<file path="src/rtl/alu_rs.sv">
// ALU reservation station: buffers dispatched ops, snoops the CDB for pending sources,
// and issues the lowest-index ready op to alufu each cycle it is not busy.

module alu_rs_entry #(
  parameter int W  = 8,
  parameter int TW = 4
) (
  input  logic                clk,
  input  logic                rst,
  input  logic                alloc,
  input  logic                clear,
  input  logic [W-1:0]        disp_operand,
  input  logic [1:0][W-1:0]   disp_depvals,
  input  logic [1:0][TW-1:0]  disp_deptags,
  input  logic [1:0]          disp_depready,
  input  logic [W-1:0]        disp_wbs,
  input  logic [W-1:0]        disp_flags,
  input  logic [TW-1:0]       disp_robid,
  input  logic                cdb_transmit,
  input  logic [TW-1:0]       cdb_id,
  input  logic [W-1:0]        cdb_val,
  output logic                valid,
  output logic                ready,
  output logic [W-1:0]        operand,
  output logic [1:0][W-1:0]   vals,
  output logic [W-1:0]        wbs,
  output logic [W-1:0]        flags,
  output logic [TW-1:0]       robid
);
  logic [1:0]          rdy;
  logic [1:0][TW-1:0]  tags;

  assign ready = valid & rdy[0] & rdy[1];

  // alloc targets an invalid entry and clear a valid one, so they never coincide
  always_ff @(posedge clk) begin
    if (rst) begin
      valid <= 1'b0;
      rdy   <= 2'b00;
    end else if (alloc) begin
      valid   <= 1'b1;
      operand <= disp_operand;
      wbs     <= disp_wbs;
      flags   <= disp_flags;
      robid   <= disp_robid;
      tags    <= disp_deptags;
      for (int i = 0; i < 2; i++) begin
        if (disp_depready[i]) begin
          rdy[i]  <= 1'b1;
          vals[i] <= disp_depvals[i];
        end else if (cdb_transmit && disp_deptags[i] == cdb_id) begin
          rdy[i]  <= 1'b1;
          vals[i] <= cdb_val;
        end else begin
          rdy[i]  <= 1'b0;
          vals[i] <= disp_depvals[i];
        end
      end
    end else begin
      if (clear) valid <= 1'b0;
      for (int i = 0; i < 2; i++) begin
        if (cdb_transmit && valid && !rdy[i] && tags[i] == cdb_id) begin
          rdy[i]  <= 1'b1;
          vals[i] <= cdb_val;
        end
      end
    end
  end
endmodule

module alu_rs #(
  parameter int DEPTH = 4,
  parameter int W     = 8,
  parameter int TW    = 4,
  localparam int IW   = $clog2(DEPTH)
) (
  input  logic                clk,
  input  logic                rst,
  input  logic                disp_transmit,
  input  logic [W-1:0]        disp_operand,
  input  logic [1:0][W-1:0]   disp_depvals,
  input  logic [1:0][TW-1:0]  disp_deptags,
  input  logic [1:0]          disp_depready,
  input  logic [W-1:0]        disp_wbs,
  input  logic [W-1:0]        disp_flags,
  input  logic [TW-1:0]       disp_robid,
  output logic                full,
  output logic [IW:0]         count,
  input  logic                cdb_transmit,
  input  logic [TW-1:0]       cdb_id,
  input  logic [W-1:0]        cdb_val,
  input  logic                fu_busy,
  output logic                issue_transmit,
  output logic [W-1:0]        issue_operand,
  output logic [1:0][W-1:0]   issue_depvals,
  output logic [W-1:0]        issue_wbs,
  output logic [W-1:0]        issue_flags,
  output logic [TW-1:0]       issue_robid
);
  logic [DEPTH-1:0]                valid, ready, alloc_oh, issue_oh;
  logic [DEPTH-1:0][W-1:0]         e_operand, e_wbs, e_flags;
  logic [DEPTH-1:0][1:0][W-1:0]    e_vals;
  logic [DEPTH-1:0][TW-1:0]        e_robid;

  assign full           = &valid;
  assign issue_transmit = |ready;

  // priority pick: lowest free slot for dispatch, lowest ready slot for issue
  always_comb begin
    alloc_oh = '0;
    issue_oh = '0;
    for (int e = DEPTH-1; e >= 0; e--) begin
      if (!valid[e]) alloc_oh = DEPTH'(1) << e;
      if (ready[e])  issue_oh = DEPTH'(1) << e;
    end
    if (!(disp_transmit && !full)) alloc_oh = '0;
  end

  always_comb begin
    count = '0;
    for (int e = 0; e < DEPTH; e++) count = count + (IW+1)'(valid[e]);
  end

  always_comb begin
    issue_operand = '0;
    issue_depvals = '0;
    issue_wbs     = '0;
    issue_flags   = '0;
    issue_robid   = '0;
    for (int e = 0; e < DEPTH; e++) begin
      if (issue_oh[e]) begin
        issue_operand = e_operand[e];
        issue_depvals = e_vals[e];
        issue_wbs     = e_wbs[e];
        issue_flags   = e_flags[e];
        issue_robid   = e_robid[e];
      end
    end
  end

  for (genvar e = 0; e < DEPTH; e++) begin : g_ent
    alu_rs_entry #(.W(W), .TW(TW)) u_ent (
      .clk           (clk),
      .rst           (rst),
      .alloc         (alloc_oh[e]),
      .clear         (issue_oh[e] & ~fu_busy),
      .disp_operand  (disp_operand),
      .disp_depvals  (disp_depvals),
      .disp_deptags  (disp_deptags),
      .disp_depready (disp_depready),
      .disp_wbs      (disp_wbs),
      .disp_flags    (disp_flags),
      .disp_robid    (disp_robid),
      .cdb_transmit  (cdb_transmit),
      .cdb_id        (cdb_id),
      .cdb_val       (cdb_val),
      .valid         (valid[e]),
      .ready         (ready[e]),
      .operand       (e_operand[e]),
      .vals          (e_vals[e]),
      .wbs           (e_wbs[e]),
      .flags         (e_flags[e]),
      .robid         (e_robid[e])
    );
  end
endmodule
</file>
<file path="config.mk">
export PLATFORM = sky130hd
export DESIGN_NAME = alu_rs
export DESIGN_NICKNAME = d
export VERILOG_FILES = /design/src/rtl/alu_rs.sv
export SDC_FILE = /design/constraint.sdc
export NUM_CORES = 1
export LEC_CHECK = 0
export CORE_MARGIN = 2
export CORE_UTILIZATION = 35
export CTS_CLUSTER_DIAMETER = 50
export DETAILED_ROUTE_END_ITERATION = 8
export HOLD_SLACK_MARGIN = 0.08
export SLEW_MARGIN = 20
export SYNTH_ARGS = -nofsm -noshare
export SYNTH_HDL_FRONTEND = slang
export SYNTH_SLANG_ARGS = --single-unit
export TNS_END_PERCENT = 30
</file>
<file path="constraint.sdc">
create_clock -name clk -period 5.2 [get_ports clk]
set_input_delay 1.3 -clock clk [delete_from_list [all_inputs] [get_ports clk]]
set_output_delay 1.3 -clock clk [all_outputs]
set_load 0.005 [all_outputs]
</file>
==> impl_metrics.ini <==
[synthesis]
synthTopCellsByCount = edfxtp_1 (208), mux2_2 (64), nor2_1 (55)
synth_enable_flop_cells = 208
synth-compound-area-share_pct = 10.1
synth_top_area_share_pct = 65.5
synthesis.nets = 725
synth_ff_type = edfxtp_1
synthMuxAreaShare_pct = 7.56
synth-xor-area-share_pct = 3.75
synthAdderAreaFrac_pct = 0.735
netlist_top_cells_area = edfxtp_1 (66%), mux2_2 (7.6%), a221oi_1 (4.2%), dfxtp_1 (2.5%), nor2_1 (2.2%)
synth-simple-area-share_pct = 7.37
synth_cells = 649
synth_top_family_by_area = compound AO/OA/AOI/OAI gates
synth_top_area_cell = edfxtp_1
ys_ff_latch = 220
yosysSeqAreaShare_pct = 68.0
synth_area_um2 = 9540
yosysMostFrequentCell = edfxtp_1
ys_warn_count = 0
synth.distinct_cells = 43
syn_avg_cell_area_um2 = 14.7
ys_async_sr_fraction_pct = 0

[global_routing]
grt_max_degree = 37
grt_pass1_wl_um = 35100
antenna_found_initial = 1
first_global_vias = 6069
grt.total_usage_pct = 16.1
grt-ovfl-total = 0

[clock_tree]
cts_tree = built
path_clk_slew_ns = 0.06
postCtsHoldBufs = 0
htree_levels = 1
cts_buffers = 28
root_buffer = clkbuf_16
cts_max_path_buffers = 3
clkSinkCount = 220
clkLatencyLatePin_ns = 0.53
post_cts.repair.setup_buffers = 0
cts_resized = 0

[detailed_routing]
routedWlPerCell_um = 20.0
wl_um = 23000
route.detailed.drc = 0
via_per_inst = 5.12
vias = 5884
dr.first_iter.drc_count = 417
firstDrtPassIters = 4
ant_nets = 0

[sta]
setup_violations = 0
fmax_mhz = 232
slew_viol_final = 0
rsz0062_at_grt = false
maxSlewHeadroom_pct = 49.0
skew_ns = 0.0145
fin_crit_ns = 4.32
finalCritPeriodShare_pct = 83.1
finalHoldViolCount = 0
worstMarginPinSlew_ns = 0.765
fin_setup_tns_ns = 0

[place]
dp_hpwl_um = 14800
place.gp.congestion = 0.813
numPortBuffers = 119

[outcome]
status = finished, final reports clean

[power_and_ir_drop]
power_frac_seq_pct = 47.8
peakVddDrop_mv = 0.236
switchingPower_mw = 0.880
p_leak_nw = 3.91
combPwrFrac_pct = 6.1
p_int_mw = 3.30
power.density_nw_per_um2 = 345
power_mw = 4.18
pwr-share-clk_pct = 46.2
swShare_pct = 21.1

[worst_setup_path]
critical_path_class = register to output pin
startpoint = g_ent[1].u_ent.valid$_SDFFE_PP0P_
critPathLaunchType = register
r2r_end = g_ent[1].u_ent.tags[4]$_DFFE_PP_
end_kind = output pin
worstPathRequired_ns = 3.90
arrival_ns = 3.02
r2r_cells = 5
timing.rr.start = g_ent[0].u_ent.valid$_SDFFE_PP0P_
cp-endpoint = issue_depvals[8]
crit_fanout = 31
r2r_slack_ns = 2.91

[hold_path]
hold_path.class = register to register
holdPathStages = 2

[final_layout]
seq_area_um2 = 6490
layout-drive-gt1-share_pct = 18.7
n_fill_cell = 2441
finalNetCount = 864
syn_to_final_growth_pct = 27.1
multi_input_area_um2 = 2860

[floorplanning]
io_pins = 120
die_h_um = 169
core_area_um2 = 26900
die_area_um2 = 28600
die_w_um = 169
fp-row-count = 60
initial_core_util_pct = 35.5

[run]
maxCapViolCount = 0
[kinds of logic after synthesis]
| logic type | count (synthesis) |
|---|---|
| compound gates | 129 |
| fa+ha+maj | 5 |
| mux | 64 |
| simple gates | 148 |
| buf+inv | 43 |
| xor+xnor | 40 |
| flops | 220 |
[worst max-delay path, cell delays in order (launching register included)]
cell,delay (ns)
dfxtp_1,0.46
and3_2,0.52
buf_4,0.48
nor4b_4,0.08
buf_4,0.27
nand2_1,0.12
o21ai_0,0.10
clkdlybuf4s50_1,0.46
[final cells by class]
class	instances	area share [%]
antenna	1	0.0207
inverter	12	0.372
timing repair buffer	140	11.2
multi-input combinational	386	23.6
clock buffer	36	6.29
clock inverter	14	1.46
sequential	220	53.5
tap	341	3.52
[per-stage QoR]
stage	hold slack [ns]	std cells	setup WS (ns)	area [um2]	utilization [%]
after floorplan	0.502	649	1.44	9540	-
after global placement	0.527	1099	1.39	11200	41.6
after detailed placement	0.539	1099	1.37	11200	41.6
after CTS	0.546	1149	0.812	12100	45.1
after global routing	0.595	1150	0.729	12100	45.1
final	0.540	1150	0.881	12100	45.1
[power groups by stage]
stage | Combinational (mW) | Clock, mW | Sequential [mW]
detailed placement | 0.255 | 0 | 2.03
finish | 0.253 | 1.93 | 2.00
global route | 0.275 | 2.04 | 2.00
floorplan | 0.124 | 0 | 2.03
CTS | 0.257 | 1.96 | 1.99
global placement | 0.252 | 0 | 2.03
[layer usage]
layer  vias up  track usage [%]  part of all wire [%]
met5         -                0                     0
met4         0             4.35                   2.2
met3        39             2.97                   5.0
met2       160             28.0                    50
met1      2886             20.6                    43
li1       2799                -                     -
[sequential cells by signal (all words and copies together), names as in the netlist]
signal,count
g_ent.u_ent.tags,32
g_ent.u_ent.robid,16
g_ent.u_ent.wbs,32
g_ent.u_ent.operand,32
g_ent.u_ent.valid,4
g_ent.u_ent.flags,32
g_ent.u_ent.rdy,8
g_ent.u_ent.vals,64
[placed cells by master (no fill, tap or decap), drive strengths merged, types with 2 or more instances in the layout]
cell,netlist,final
edfxtp,208,208
clkdlybuf4s50,0,119
mux2,64,64
nor2,56,56
nand2,49,49
o21ai,49,49
a221oi,46,46
clkbuf,14,36
xnor2,23,23
buf,17,21
xor2,17,17
a21oi,17,17
nand3,16,16
inv,12,16
dfxtp,12,12
a211oi,7,7
and3,6,6
nand3b,5,5
or4,5,5
ha,4,4
clkinv,0,4
nor3,3,3
o311a,3,3
clkinvlp,0,3
bufinv,0,3
nand4,2,2
a31oi,2,2
or3,2,2
o31ai,2,2
[how the worst min path moves through the flow]
| stage | start | end | slack (ns) |
|---|---|---|---|
| 3_5_place_dp | g_ent[2].u_ent.rdy[1]$_SDFFE_PP0P_ | g_ent[2].u_ent.rdy[1]$_SDFFE_PP0P_ | 0.54 |
| 5_1_grt | g_ent[2].u_ent.rdy[1]$_SDFFE_PP0P_ | g_ent[2].u_ent.rdy[1]$_SDFFE_PP0P_ | 0.60 |
| 2_1_floorplan | g_ent[2].u_ent.rdy[1]$_SDFFE_PP0P_ | g_ent[2].u_ent.rdy[1]$_SDFFE_PP0P_ | 0.50 |
| 4_1_cts | g_ent[2].u_ent.rdy[1]$_SDFFE_PP0P_ | g_ent[2].u_ent.rdy[1]$_SDFFE_PP0P_ | 0.55 |
| 6_report | g_ent[2].u_ent.rdy[1]$_SDFFE_PP0P_ | g_ent[2].u_ent.rdy[1]$_SDFFE_PP0P_ | 0.54 |
| 3_3_place_gp | g_ent[2].u_ent.rdy[1]$_SDFFE_PP0P_ | g_ent[2].u_ent.rdy[1]$_SDFFE_PP0P_ | 0.53 |
Power figures use the tool's default switching activity.
